===== config.mk =====
export PLATFORM = sky130hd
export DESIGN_NAME = ascii_output
export DESIGN_NICKNAME = d
export VERILOG_FILES = /design/src/rtl/ascii_pkg.sv /design/src/rtl/ascii_fifo.sv /design/src/rtl/ascii_output.sv
export SDC_FILE = /design/constraint.sdc
export NUM_CORES = 1
export LEC_CHECK = 0
export BUFFER_PORTS_ARGS = -buffer_cell sky130_fd_sc_hd__buf_4
export CAP_MARGIN = 20
export CORE_MARGIN = 1
export CORE_UTILIZATION = 58
export CTS_CLUSTER_DIAMETER = 120
export DETAILED_ROUTE_END_ITERATION = 8
export PLACE_DENSITY_LB_ADDON = 0.3
export SYNTH_ARGS = -nofsm -noshare
export SYNTH_HDL_FRONTEND = slang
export SYNTH_SLANG_ARGS = --single-unit

===== constraint.sdc =====
create_clock -name clk25 -period 2.8 [get_ports clk25]
set_input_delay 0.56 -clock clk25 [delete_from_list [all_inputs] [get_ports clk25]]
set_output_delay 0.56 -clock clk25 [all_outputs]
set_load 0.005 [all_outputs]

===== src/rtl/ascii_pkg.sv =====
`default_nettype none
// ==========================================================================
// ascii_pkg: shared constants and host FSM state type for the ASCII TX path.
// Revision 1.0
// ==========================================================================
package ascii_pkg;

   localparam logic [7:0] ASCII_CR      = 8'h0D;
   localparam logic [7:0] ASCII_LF      = 8'h0A;
   localparam int         DEFAULT_DEPTH = 16;

   typedef enum logic [0:0] {
      IDLE = 1'b0,
      XFER = 1'b1
   } host_state_t;

   // Stored form of a CPU byte: 7-bit ASCII, carriage return folded to line feed.
   function automatic logic [7:0] tx_translate(input logic [7:0] i_byte);
      logic [7:0] w_char;
      w_char = i_byte & 8'h7F;
      return (w_char == ASCII_CR) ? ASCII_LF : w_char;
   endfunction

endpackage
`default_nettype wire


===== src/rtl/ascii_fifo.sv =====
`default_nettype none
// ==========================================================================
// ascii_fifo: single-clock byte FIFO with registered count and full/empty flags.
// Revision 1.0
// ==========================================================================
module ascii_fifo #(
   parameter int  DEPTH = 16,
   localparam int AW    = $clog2(DEPTH),
   localparam int CW    = AW + 1
) (
   input  logic          clk,
   input  logic          rst_n,
   input  logic          i_push,
   input  logic          i_pop,
   input  logic [7:0]    i_data,
   output logic [7:0]    o_head,
   output logic          o_full,
   output logic          o_empty,
   output logic [CW-1:0] o_count
);

   logic [7:0]    r_mem [DEPTH];
   logic [AW-1:0] r_wr_ptr;
   logic [AW-1:0] r_rd_ptr;
   logic [CW-1:0] r_count;
   logic          r_full;
   logic          r_empty;

   logic          w_pop;
   logic          w_push;
   logic [CW-1:0] w_count_nxt;

   // A pop frees a slot in the same cycle, so a push into a full FIFO still lands.
   assign w_pop       = i_pop & ~r_empty;
   assign w_push      = i_push & (~r_full | w_pop);
   assign w_count_nxt = r_count + CW'(w_push) - CW'(w_pop);

   always_ff @(posedge clk or negedge rst_n) begin
      if (!rst_n) begin
         r_wr_ptr <= '0;
         r_rd_ptr <= '0;
         r_count  <= '0;
         r_full   <= 1'b0;
         r_empty  <= 1'b1;
      end else begin
         if (w_push) r_wr_ptr <= r_wr_ptr + AW'(1);
         if (w_pop)  r_rd_ptr <= r_rd_ptr + AW'(1);
         r_count <= w_count_nxt;
         r_full  <= (w_count_nxt == CW'(DEPTH));
         r_empty <= (w_count_nxt == '0);
      end
   end

   always_ff @(posedge clk) begin
      if (w_push) r_mem[r_wr_ptr] <= i_data;
   end

   assign o_head  = r_mem[r_rd_ptr];
   assign o_full  = r_full;
   assign o_empty = r_empty;
   assign o_count = r_count;

endmodule
`default_nettype wire


===== src/rtl/ascii_output.sv =====
`default_nettype none
// ==========================================================================
// ascii_output: CPU TX register pair feeding a FIFO drained by the host upload port.
// Revision 1.0
// ==========================================================================
module ascii_output
   import ascii_pkg::*;
#(
   parameter int DEPTH = DEFAULT_DEPTH
) (
   input  logic        clk25,
   input  logic        rst_n,
   input  logic        cs,
   input  logic        we,
   input  logic        address,
   input  logic [7:0]  din,
   output logic [7:0]  dout,
   input  logic        ioctl_upload,
   input  logic        ioctl_rd,
   output logic [7:0]  ioctl_din,
   output logic [13:0] ioctl_addr,
   output logic        data_avail
);

   localparam int CW = $clog2(DEPTH) + 1;

   host_state_t   r_state;
   host_state_t   w_state_nxt;
   logic          w_enter;

   logic [7:0]    r_dout;
   logic [7:0]    r_ioctl_din;
   logic [13:0]   r_ioctl_addr;
   logic          r_overflow;

   logic          w_wr_data;
   logic          w_wr_stat;
   logic          w_rd_data;
   logic          w_rd_stat;
   logic          w_host_rd;
   logic          w_pop;
   logic          w_drop;
   logic [7:0]    w_push_data;
   logic [7:0]    w_head;
   logic          w_full;
   logic          w_empty;
   logic [CW-1:0] w_count;
   logic [8:0]    w_count_ext;
   logic [4:0]    w_count_sat;

   assign w_wr_data   = cs &  we & ~address;
   assign w_wr_stat   = cs &  we &  address;
   assign w_rd_data   = cs & ~we & ~address;
   assign w_rd_stat   = cs & ~we &  address;
   assign w_host_rd   = (r_state == XFER) & ioctl_rd;
   assign w_pop       = w_host_rd & ~w_empty;
   assign w_drop      = w_wr_data & w_full & ~w_pop;
   assign w_push_data = tx_translate(din);

   ascii_fifo #(
      .DEPTH   (DEPTH)
   ) u_fifo (
      .clk     (clk25),
      .rst_n   (rst_n),
      .i_push  (w_wr_data),
      .i_pop   (w_host_rd),
      .i_data  (w_push_data),
      .o_head  (w_head),
      .o_full  (w_full),
      .o_empty (w_empty),
      .o_count (w_count)
   );

   // Count is up to 9 bits wide; the status field only has room for 0..31.
   always_comb begin
      w_count_ext            = '0;
      w_count_ext[CW-1:0]    = w_count;
      w_count_sat            = (w_count_ext > 9'd31) ? 5'd31 : w_count_ext[4:0];
   end

   always_ff @(posedge clk25 or negedge rst_n) begin
      if (!rst_n) begin
         r_dout     <= 8'h00;
         r_overflow <= 1'b0;
      end else begin
         if (w_rd_data)      r_dout <= {w_full, 7'b0};
         else if (w_rd_stat) r_dout <= {w_full, w_empty, r_overflow, w_count_sat};

         if (w_wr_stat)      r_overflow <= 1'b0;
         else if (w_drop)    r_overflow <= 1'b1;
      end
   end

   always_ff @(posedge clk25 or negedge rst_n) begin
      if (!rst_n) r_state <= IDLE;
      else        r_state <= w_state_nxt;
   end

   always_comb begin
      w_state_nxt = r_state;
      w_enter     = 1'b0;
      case (r_state)
         IDLE: if (ioctl_upload) begin
                  w_state_nxt = XFER;
                  w_enter     = 1'b1;
               end
         XFER: if (!ioctl_upload) w_state_nxt = IDLE;
         default: w_state_nxt = IDLE;
      endcase
   end

   // Address is preloaded to all-ones so the first returned byte reports index 0.
   always_ff @(posedge clk25 or negedge rst_n) begin
      if (!rst_n) begin
         r_ioctl_din  <= 8'h00;
         r_ioctl_addr <= 14'd0;
      end else if (w_enter) begin
         r_ioctl_addr <= 14'h3FFF;
      end else if (w_host_rd) begin
         r_ioctl_din  <= w_empty ? 8'h00 : w_head;
         r_ioctl_addr <= r_ioctl_addr + 14'd1;
      end
   end

   assign dout       = r_dout;
   assign ioctl_din  = r_ioctl_din;
   assign ioctl_addr = r_ioctl_addr;
   assign data_avail = ~w_empty;

endmodule
`default_nettype wire


### After elaboration in Yosys (flattened, before gate mapping)

Memory sizes are Yosys's and may differ from the RTL's.
Cells that the tools add are included.

| storage, ports and cells | value |
|---|---|
| bits in registers | 47 |
| bits in latches | 0 |
| memory bits (writable) | 112 |
| memory bits (read-only) | 0 |
| input bits | 15 |
| output and inout port bits | 31 |
| memories | 1 |

| cells by class | value |
|---|---|
| $add $sub $neg | 5 |
| multipliers | 0 |
| divide/modulo/power cells | 0 |
| order comparisons | 0 |
| equality and inequality tests | 2 |
| shifts and indexed selects | 0 |
| mux-type cells | 12 |
| bitwise operators | 18 |
| reductions and logical operators | 5 |

Memory list:

| memory | words | bits a word | read ports | clocked after Yosys merged registers in | wr ports | line | RTL |
|---|---|---|---|---|---|---|---|
| u_fifo.r_mem | 16 | 7 | 1 | 0 | 1 | ascii_fifo.sv:22 | `logic [7:0] r_mem [DEPTH];` |

Operators by type and width:

| kind | number |
|---|---|
| 14-bit 2-to-1 mux | 2 |
| 8-bit 2-to-1 mux | 3 |
| 14-bit by 1-bit adder with 14-bit output, second input constant | 1 |
| 1-bit AND | 11 |
| 4-bit by 1-bit adder with 4-bit output, second input constant | 2 |
| 7-bit by 4-bit == test with 1-bit output, second input constant | 1 |
| 7-bit 2-to-1 mux | 1 |
| 1-bit 2-to-1 mux | 6 |
| 1-bit inverter | 6 |
| 2-bit nonzero test | 3 |
| 5-bit by 1-bit adder with 5-bit output | 1 |
| 5-bit == test, second input constant | 1 |
| 5-bit zero test | 1 |
| 5-bit by 1-bit subtractor with 5-bit output | 1 |
| 2-bit AND reduction | 1 |
| 1-bit bitwise OR | 1 |

### Logic depth before layout (Yosys ltp)

| logic depth | value |
|---|---|
| word-level depth | 7 |
| gate-level depth with buffers | 10 |
| depth with buffers taken out | 10 |

### Modules after synthesis

From an unflattened synthesis, not the netlist that was laid out.

| unflattened totals | value |
|---|---|
| cells, all modules | 461 |
| area total of the unflattened synthesis | 7308.3 um^2 |

By module, submodules not included:

| module | instances | cells each | area an instance (um^2) | sequential area each (um^2) |
|---|---|---|---|---|
| ascii_fifo | 1 | 293 | 5804.3 | 4220.3 |
| ascii_output | 1 | 168 | 1503.9 | 800.8 |

### Worst setup path after synthesis

OpenSTA, ideal clock, no wires.

| timing path | value |
|---|---|
| kind | input-to-reg |
| from | input port ioctl_rd |
| to | register u_fifo.r_full (netlist: u_fifo.o_full) |
| data arrival time | 2.334 ns |
| data required time | 2.712 ns |
| setup slack | 0.377 ns |
| cell stages on the path | 9 |
| path buffers | 0 |
| path through | nand3b_2 inv_1 ha_1 inv_1 ha_1 fa_1 xor2_1 or3_1 nor3b_1 |

| on the way | value |
|---|---|
| word-level cells in the longest chain between the ends | 7 |

Ends and longest elaborated chain:

| item | line | RTL |
|---|---|---|
| start: declaration | ascii_output.sv:19 | `input logic ioctl_rd,` |
| 1-bit AND (*) | ascii_output.sv:55 | `assign w_host_rd = (r_state == XFER) & ioctl_rd;` |
| 1-bit AND (*) | ascii_fifo.sv:34 | `assign w_pop = i_pop & ~r_empty;` |
| net u_fifo.w_pop | ascii_fifo.sv:29 | `logic w_pop;` |
| 1-bit bitwise OR | ascii_fifo.sv:35 | `assign w_push = i_push & (~r_full \| w_pop);` |
| 1-bit AND | ascii_fifo.sv:35 |  |
| 5-bit by 1-bit adder with 5-bit output | ascii_fifo.sv:36 | `assign w_count_nxt = r_count + CW'(w_push) - CW'(w_pop);` |
| 5-bit by 1-bit subtractor with 5-bit output (*) | ascii_fifo.sv:36 |  |
| net u_fifo.w_count_nxt[2] | ascii_fifo.sv:31 | `logic [CW-1:0] w_count_nxt;` |
| 5-bit == test (*) | ascii_fifo.sv:49 | `r_full <= (w_count_nxt == CW'(DEPTH));` |
| end signal: assignment | ascii_fifo.sv:49 |  |
| end: declaration | ascii_fifo.sv:26 | `logic r_full;` |

The timed path passes the listed nets; every way through them passes the cells marked *.
A chain may end at the register's enable or synchronous reset.

### Final worst setup path

| timing path | value |
|---|---|
| from | register u_fifo.r_empty (netlist: u_fifo.o_empty) |
| to | register u_fifo.r_full (netlist: u_fifo.o_full) |

| on the way | value |
|---|---|
| word-level cells in the longest chain between the ends | 7 |

Ends and longest elaborated chain:

| item | line | RTL |
|---|---|---|
| start: declaration | ascii_fifo.sv:27 | `logic r_empty;` |
| start signal: assignment | ascii_fifo.sv:50 | `r_empty <= (w_count_nxt == '0);` |
| 1-bit inverter (*) | ascii_fifo.sv:34 |  |
| 1-bit AND (*) | ascii_fifo.sv:34 |  |
| net u_fifo.w_pop | ascii_fifo.sv:29 |  |
| 1-bit bitwise OR | ascii_fifo.sv:35 |  |
| 1-bit AND | ascii_fifo.sv:35 |  |
| 5-bit by 1-bit adder with 5-bit output | ascii_fifo.sv:36 |  |
| 5-bit by 1-bit subtractor with 5-bit output (*) | ascii_fifo.sv:36 |  |
| net u_fifo.w_count_nxt[4] | ascii_fifo.sv:31 |  |
| 5-bit == test (*) | ascii_fifo.sv:49 |  |

Marks and branches as above.

==> results.yml <==
sta:
  fmaxAchievable_mhz: 398
  fin_tns_setup_ps: 0
  hold_viol: 0
  worst_pin_slew_ps: 912
  finClkSkew_ps: 7.47
  slew_viol_final: 0
  grt_setup_unrepaired: "no"
  setup_violations: 0
  fin_crit_sh_pct: 89.8
  finalCriticalPeriod_ps: 2520
  slew_headroom_pct: 39.2
power_and_ir_drop:
  p_per_area_nw_per_um2: 1010
  clockPowerShare_pct: 33.4
  p_switching_w: 0.00221
  switching_share_pct: 28.5
  p_seq_share_pct: 40.9
  p_comb_share_pct: 25.8
  ir_worst_vdd_mv: 0.609
  internal_power_w: 0.00555
  p_leak_nw: 2.91
global_routing:
  grt_pass1_vias: 3663
  grt.total_usage_pct: 24.4
  overflow: 0
  grt_pass1_wl_microns: 19900
  grt_max_degree: 47
  antenna_found_initial: 0
clocking:
  hold_buffers: 0
  clk_latency_ps: 420
  cts-root-buf: "clkbuf_16"
  max-clock-path-buffers: 2
  cts_made_buffers: 17
  path_clk_slew_ps: 60
  h-tree-depth: 4
  cts_tree: "built"
  postCtsSetupBuffers: 0
  cts_sinks: 158
  ctsResizeCount: 0
logic_synthesis:
  synth_seq_cells: 158
  synth_ff_type: "edfxtp_1"
  synth_cells: 402
  ys_types: 47
  synth-edff-count: 112
  synth-seq-area-share_pct: 68.8
  async_flop_share_pct: 29.1
  syn_nets: 429
  synth.cell_area_sq_um: 6560
  ys_warn_count: 0
  synth_area_per_cell_sq_um: 16.3
floorplanning:
  ios: 46
  initial_core_util_pct: 60.0
  die_h_microns: 108
  dieArea_sq_um: 11700
  fp-row-count: 38
  dieWidth_microns: 108
  core_area_sq_um: 10900
route:
  met1Wirelength_microns: 5230
  drtAntennaViolNets: 0
  wl_per_cell_microns: 21.3
  viasPerCell: 5.91
  drt_wl_total_microns: 12900
  vias: 3584
  post-route-drc-count: 0
  first_iter_violations: 344
  dr.max_layer_used: "met4"
  wl_met2_microns: 6600
  firstDrtPassIters: 4
  wl_met3_microns: 760
layout:
  nets: 480
  design_area_sq_um: 7690
  fin_cells: 606
  seq_area_sq_um: 4520
  drive_gt1_share_pct: 25.1
  multi_input_area_sq_um: 1880
  syn_to_final_growth_pct: 17.1
  diodes: 0
  fillers: 670
hold_path:
  min_path_type: "primary input to async pin"
critical_path:
  worstPathMaxFanout: 3
  arrival_ps: 2850
  criticalPathCategory: "flip-flop to flip-flop"
  start_kind: "flip-flop"
  crit_path_end_kind: "flip-flop"
  required_ps: 3130
outcome:
  status: "completed"
placement:
  place_inst: 574
  place.gp.congestion: 0.803
  place_area_sq_um: 7020
  numPortBuffers: 43
  dp_hpwl_microns: 8100
flow_run:
  cap_violations: 0
## registers in the layout, summed over array words and instances (netlist names)
signal	count
r_overflow	1
ioctl_addr	14
r_state	1
ioctl_din	7
u_fifo.o_count	5
u_fifo.o_empty	1
u_fifo.r_mem	112
u_fifo.r_wr_ptr	4
dout	8
u_fifo.r_rd_ptr	4
u_fifo.o_full	1
## per-layer routing
metal,vias to the layer above,GRT usage (%)
met5,-,0
met4,0,10.5
met3,23,6.69
met2,143,40.2
met1,1799,30.5
li1,1619,-
## cells in the mapped netlist (2+ instances only)
cell        n  area (sq um)
and3_1      6          37.5
a31oi_1     5          31.3
nand4_1     3          18.8
buf_1       2          7.51
mux2_2      2          22.5
nand2b_1    3          18.8
and4_1      3          26.3
a211o_1     6          52.6
mux4_2     26           586
dfrtp_1    45          1130
nor3_1      3          15.0
a21o_1      2          15.0
or3_1       2          12.5
ha_1       11           138
a21oi_1     7          35.0
buf_6       3          33.8
nor2_1     16          60.1
clkbuf_1    9          33.8
xor2_1      2          17.5
inv_1      11          41.3
and2_1     16           100
nand2_1    30           113
xnor2_1    11          96.3
nand3_1     5          25.0
o21ai_0    16          80.1
edfxtp_1  112          3360
mux2i_1    18           180
buf_2       4          20.0
nor3b_1     5          37.5
## layout make-up
type                    count  share of cell area [%]
clock buffers              18                    5.58
clock inverters            14                    3.11
inverters                  11                   0.537
multi-input cells         213                    24.5
flip-flops and latches    158                    58.8
well taps                 140                    2.28
repair buffers             52                    5.24
## cell usage in the layout (no fill, tap or decap), types with 7 or more instances in the layout
| cell type | count |
|---|---|
| edfxtp_1 | 112 |
| buf_4 | 51 |
| dfrtp_1 | 44 |
| nand2_1 | 30 |
| mux4_2 | 26 |
| mux2i_1 | 18 |
| clkbuf_16 | 17 |
| and2_1 | 16 |
| nor2_1 | 16 |
| o21ai_0 | 16 |
| inv_1 | 11 |
| xnor2_1 | 11 |
| ha_1 | 11 |
| a21oi_1 | 7 |
## logic make-up (layout without fill, tap and decap cells)
kind of cell / after synthesis / in the layout / synth area share, %
simple gates: 101 / 101 / 8.47
xor+xnor: 13 / 13 / 1.74
mux: 46 / 46 / 12.0
fa+ha+maj: 12 / 12 / 2.40
compound gates: 40 / 40 / 4.00
buf+inv: 31 / 95 / 2.50
other cells: 1 / 1 / 0.0572
flops: 158 / 158 / 68.8
## per-stage QoR
step | setup slack (ps) | total power [W] | hold slack (ps) | utilization (%)
floorplan | 377 | 0.00457 | 264 | -
global placement | 234 | 0.00514 | 463 | 64.2
detailed placement | 154 | 0.00520 | 472 | 64.2
CTS | 274 | 0.00781 | 157 | 70.3
global route | 121 | 0.00812 | 189 | 70.3
finish | 285 | 0.00776 | 144 | 70.3
## worst paths after layout
check                           cells past startpoint            endpoint  slack, ps            from
worst max-delay path                               10       u_fifo.o_full        280  u_fifo.o_empty
worst min register to register                      2             dout[6]        480         dout[6]
max in group asynchronous                           1  u_fifo.r_rd_ptr[0]       2220           rst_n
min in group clk25                                  1             r_state        260    ioctl_upload
worst max register to register                     10       u_fifo.o_full        280  u_fifo.o_empty
worst min-delay path                                1             dout[2]        140           rst_n
## power by group through the flow
stage / clock, W / sequential (W) / combinational [W]
after floorplan: 0 / 0.00304 / 0.00153
after global placement: 0 / 0.00320 / 0.00194
after detailed placement: 0 / 0.00321 / 0.00198
after CTS: 0.00262 / 0.00317 / 0.00202
after global routing: 0.00271 / 0.00321 / 0.00219
final: 0.00259 / 0.00317 / 0.00200
## critical path, cell delays in order, from the launching register on
cell and delay [ps]:
dfstp_2 540, nand3b_2 130, inv_1 80, ha_1 290, inv_1 40, ha_1 200, fa_1 400, a21o_1 180
a21oi_1 170, xnor2_1 170, nor3b_1 220
(Power assumes the default switching activity.)
